$ cat config.mk
export PLATFORM = sky130hd
export DESIGN_NAME = reg_bus_arbiter
export DESIGN_NICKNAME = d
export VERILOG_FILES = /design/src/rtl/reg_bus_arbiter.sv
export SDC_FILE = /design/constraint.sdc
export NUM_CORES = 1
export LEC_CHECK = 0
export ABC_CLOCK_PERIOD_IN_PS = 3950
export CAP_MARGIN = 20
export CORE_ASPECT_RATIO = 0.75
export CORE_UTILIZATION = 40
export CTS_CLUSTER_DIAMETER = 60
export CTS_CLUSTER_SIZE = 20
export DETAILED_ROUTE_END_ITERATION = 8
export MAX_ROUTING_LAYER = met4
export PLACE_DENSITY = 0.87
export SLEW_MARGIN = 0
export SYNTH_ARGS = -nofsm -noshare
export SYNTH_HDL_FRONTEND = slang
export SYNTH_SLANG_ARGS = --single-unit
$ cat constraint.sdc
create_clock -name clk -period 3.95 [get_ports clk]
set_input_delay 0.79 -clock clk [delete_from_list [all_inputs] [get_ports clk]]
set_output_delay 0.79 -clock clk [all_outputs]
set_load 0.02 [all_outputs]
$ cat src/rtl/reg_bus_arbiter.sv
`default_nettype none
//==============================================================================
// Module      : reg_bus_arbiter
// Description : Two-master arbiter for the shared register bus. Serialises
//               single-word read/write transactions (req/ack handshake) with
//               round-robin or fixed-priority grant, one access in flight.
// Revision    : 1.0 - initial release
//==============================================================================
module reg_bus_arbiter #(
    parameter int ADDR_W     = 7,
    parameter int DATA_W     = 32,
    parameter int FIXED_PRIO = 0
) (
    input  logic              clk,
    input  logic              rst,

    input  logic              m0_req,
    input  logic              m0_we,
    input  logic [ADDR_W-1:0] m0_addr,
    input  logic [DATA_W-1:0] m0_wdat,
    output logic              m0_ack,
    output logic [DATA_W-1:0] m0_rdat,

    input  logic              m1_req,
    input  logic              m1_we,
    input  logic [ADDR_W-1:0] m1_addr,
    input  logic [DATA_W-1:0] m1_wdat,
    output logic              m1_ack,
    output logic [DATA_W-1:0] m1_rdat,

    output logic              we,
    output logic [ADDR_W-1:0] addr,
    output logic [DATA_W-1:0] wdat,
    input  logic [DATA_W-1:0] rdat,

    output logic              busy,
    output logic              gnt
);

    typedef enum logic [1:0] {
        IDLE   = 2'd0,
        ACCESS = 2'd1,
        ACK    = 2'd2
    } state_t;

    state_t              state_q, state_d;
    logic                gnt_q,   gnt_d;
    logic                we_q,    we_d;
    logic                we_l_q,  we_l_d;
    logic [ADDR_W-1:0]   addr_q,  addr_d;
    logic [DATA_W-1:0]   wdat_q,  wdat_d;
    logic [DATA_W-1:0]   rdat0_q, rdat0_d;
    logic [DATA_W-1:0]   rdat1_q, rdat1_d;

    logic                w_winner;

    // Pick the master to serve: a lone requester wins outright; on a tie
    // master 0 wins in fixed-priority mode, otherwise the one not granted last.
    always_comb begin
        w_winner = m1_req;
        if (m0_req && m1_req) begin
            if (FIXED_PRIO != 0) begin
                w_winner = 1'b0;
            end else begin
                w_winner = ~gnt_q;
            end
        end
    end

    // Next-state and datapath: latch the winner's command on grant, strobe
    // for one ACCESS cycle, capture read data at its end, then ack.
    always_comb begin
        state_d = state_q;
        gnt_d   = gnt_q;
        we_d    = 1'b0;
        we_l_d  = we_l_q;
        addr_d  = addr_q;
        wdat_d  = wdat_q;
        rdat0_d = rdat0_q;
        rdat1_d = rdat1_q;

        case (state_q)
            IDLE: begin
                if (m0_req || m1_req) begin
                    gnt_d   = w_winner;
                    we_l_d  = w_winner ? m1_we   : m0_we;
                    addr_d  = w_winner ? m1_addr : m0_addr;
                    wdat_d  = w_winner ? m1_wdat : m0_wdat;
                    we_d    = we_l_d;
                    state_d = ACCESS;
                end
            end
            ACCESS: begin
                if (!we_l_q) begin
                    if (gnt_q) begin
                        rdat1_d = rdat;
                    end else begin
                        rdat0_d = rdat;
                    end
                end
                state_d = ACK;
            end
            ACK: begin
                state_d = IDLE;
            end
            default: begin
                state_d = IDLE;
            end
        endcase
    end

    // State and datapath registers; reset aborts any transaction in flight.
    always_ff @(posedge clk) begin
        if (!rst) begin
            state_q <= IDLE;
            gnt_q   <= 1'b1;
            we_q    <= 1'b0;
            we_l_q  <= 1'b0;
            addr_q  <= '0;
            wdat_q  <= '0;
            rdat0_q <= '0;
            rdat1_q <= '0;
        end else begin
            state_q <= state_d;
            gnt_q   <= gnt_d;
            we_q    <= we_d;
            we_l_q  <= we_l_d;
            addr_q  <= addr_d;
            wdat_q  <= wdat_d;
            rdat0_q <= rdat0_d;
            rdat1_q <= rdat1_d;
        end
    end

    assign m0_ack  = (state_q == ACK) && !gnt_q;
    assign m1_ack  = (state_q == ACK) &&  gnt_q;
    assign m0_rdat = rdat0_q;
    assign m1_rdat = rdat1_q;
    assign we      = we_q;
    assign addr    = addr_q;
    assign wdat    = wdat_q;
    assign busy    = (state_q != IDLE);
    assign gnt     = gnt_q;

endmodule
`default_nettype wire

==> metrics.md <==
| Metric | Value |
|---|---|
| Hold Buf Count CTS | 0 |
| Routability congestion estimate | 0.789 |
| Crit start category | register |
| Final setup viols | 0 |
| Row cnt | 33 |
| # H-tree levels | 3 |
| Final Slew Violations | 0 |
| Failing checks | DRC |
| Lkg Pwr | 0.00252 µW |
| Status | finished, violations left |
| CP Capture Type | output port |
| Syn_nets | 646 |
| RR Startpoint | state_q[1] |
| WL/cell | 15.8 µm |
| Register area share after synthesis | 0.477 |
| Vias | 4551 |
| Sw frac | 0.271 |
| Setup Crit Path Kind | register to output port |
| Antenna cells | 0 |
| Die width | 125 µm |
| Post-CTS sizing | 0 |
| Internal | 2050 µW |
| Input/output buffers | 223 |
| Syn. warnings | 0 |
| Crit Path Max Fanout | 41 |
| TNS Setup | 0 ps |
| Clock sinks | 108 |
| Sw Pwr | 761 µW |
| CTS Buf Count | 9 |
| Layout Cells excl Fill | 860 |
| Final wirelength | 13600 µm |
| Worst skew pair latency | 330 ps |
| Clk buf depth | 2 |
| # nets final | 833 |
| Post-DP HPWL | 9790 µm |
| Initial Utilization | 0.413 |
| Fin area | 7060 µm² |
| CP max stage delay | 590 ps |
| Final Critical Period | 2780 ps |
| Final Skew | 6.49 ps |
| Hold Fails Final Rpt | 0 |
| Cell variety after synth | 27 |
| Number of synthesized register bits | 108 |
| Cell Pwr Density | 398 nW/µm² |
| Ports | 224 |
| Unrepaired setup endpoints after global routing | false |
| Initial DRC Count | 370 |
| Layout cell share with drive strength beyond 1 | 0.121 |
| HP Start | m0_rdat[22] |
| Slew headroom | 0.303 |
| Synth Cell Area | 4540 µm² |
| Dpl ws | 1100 ps |
| Setup Buffers After CTS | 0 |
| Syn avg cell area | 8.56 µm² |
| Peak supply drop | 0.279 mV |
| CP arrival | 1990 ps |
| M3 GR Usage | 0.0547 |
| First-pass GRT wire length | 20800 µm |
| Number of max-cap violations | 0 |
| Clock Power Share | 0.334 |
| Met1 Track Usage GR | 0.279 |
| DP Cell Count | 846 |
| Synth-to-layout area growth | 55.6% |
| Worst-path clk slew | 60 ps |
| Vias in the first global route | 4150 |
| Gate power share | 0.232 |
| Sequential Power Share | 0.435 |
| Largest net degree at the start of global routing | 65 |
| Pre-Repair DR Iteration Count | 7 |
| Clock root buffer | clkbuf_16 |
| Die area | 11800 µm² |
| Area of placed instances | 6750 µm² |
| Total core area | 11000 µm² |
| Fmax | 360 MHz |
| Met2 Use GR | 0.375 |
| Most used routing layer | met2 |
| Worst Path Required | 3160 ps |
| Drt via density | 5.29 |
| Slowest CP cell | clkdlybuf4s50_1 |
| Initial antenna violation count | 0 |
| Min setup slack post-route | 1170 ps |
| Tightest Hold Check Type | register to register |
| Die Ht | 94.2 µm |
| Pwr Total | 2810 µW |
| Worst path cell trace | nor2_2 > buf_4 > inv_1 > clkdlybuf4s50_1 |
| ANT nets after route | 0 |
| Overflow after GRT | 0 |
| Fin crit share | 0.704 |
| Worst Tran Pin Value | 1050 ps |
| CTS tree | yes |
| Setup crit start | state_q[1] |
| Total global-route track usage | 0.226 |
| DRC | 18 |
| Mapped Cells | 530 |
cell type report:
class,instances,area (µm²)
tap,140,175
sequential,108,2160
multi-input combinational,366,2120
fill,915,3930
inverter,2,7.51
timing repair buffer,230,2280
clock buffer,12,246
clock inverter,2,60.1
cells in the mapped netlist:
library cell    n  area share
clkbuf_1       28       0.023
nor2b_1         1      0.0014
a21boi_1        1      0.0017
and3b_1         1      0.0019
buf_2          17       0.019
o21ai_0        33       0.036
nor2_1          3      0.0025
a311oi_1       39       0.075
clkinv_1        1     0.00083
nor4bb_1        1      0.0022
o21ai_2        32       0.062
nor3_1          1      0.0011
or2_2           1      0.0014
a21bo_2         1      0.0022
dfxtp_1       108        0.48
a21oi_1        40       0.044
mux2i_1         1      0.0022
nand3_2        28       0.062
nor3b_1         2      0.0033
inv_1           1     0.00083
a211oi_1        1      0.0017
buf_6           6       0.015
nand2_1       142        0.12
buf_1           3      0.0025
o311ai_0        1      0.0019
nand3_1        36       0.040
or4b_1          1      0.0022
registers in the layout, indices dropped and copies added (netlist names):
signal,flops
addr,7
we,1
state_q,2
m0_rdat,32
gnt,1
wdat,32
m1_rdat,32
we_l_q,1
path summary, 6_finish.rpt:
kind                 end  slack [ps]  depth (start not counted)
min reg2reg  m0_rdat[22]         450                          2
min          m0_rdat[22]         450                          2
max                 busy        1170                          4
max reg2reg     wdat[22]        1480                          6
metrics by stage:
step           hold slack, ps  utilization
2_1_floorplan             462            -
5_1_grt                   468        0.643
6_report                  454        0.643
3_5_place_dp              445        0.615
4_1_cts                   456        0.643
3_3_place_gp              442        0.615
power groups by stage:
stage                     registers, µW  clock network [µW]  logic, µW
after floorplan                    1330                   0        230
after global placement             1240                   0        633
after detailed placement           1240                   0        648
after CTS                          1220                 958        650
after global routing               1230                1010        695
final                              1220                 938        651
cell families after synthesis:
| kind of cell | Yosys count | share of synthesized area |
|---|---|---|
| AND/OR/NAND/NOR | 217 | 0.235 |
| multiplexers | 1 | 0.00221 |
| flip-flops | 108 | 0.477 |
| AO/OA/AOI/OAI | 148 | 0.225 |
| buffers and inverters | 56 | 0.0610 |
per-layer routing:
metal	vias to the layer above	wire [µm]	share of wire
met5	-	0	0
li1	2243	-	-
met1	2148	5960	0.44
met4	0	177	0.013
met2	141	6710	0.50
met3	19	712	0.053
worst max-delay path, delay by kind of cell (launching register included):
kind / cells / cell delay (ps)
flip-flops: 1 / 370
AND/OR/NAND/NOR: 1 / 130
buffers and inverters: 3 / 1160
layout by cell type (no fill, tap or decap), types with 2 or more instances in the layout:
master           Yosys  routed
dfxtp_1            108     108
clkdlybuf4s50_1      0     222
clkbuf_16            0       9
o21ai_2             32      32
o21ai_0             33      33
bufinv_16            0       2
nor3b_1              2       2
nand2_1            142     142
nand3_2             28      28
a311oi_1            39      39
clkbuf_1            28       2
a21oi_1             40      40
nor2_2               0       2
nand3_1             36      36
buf_4                0       8
Power figures use the tool's default switching activity.
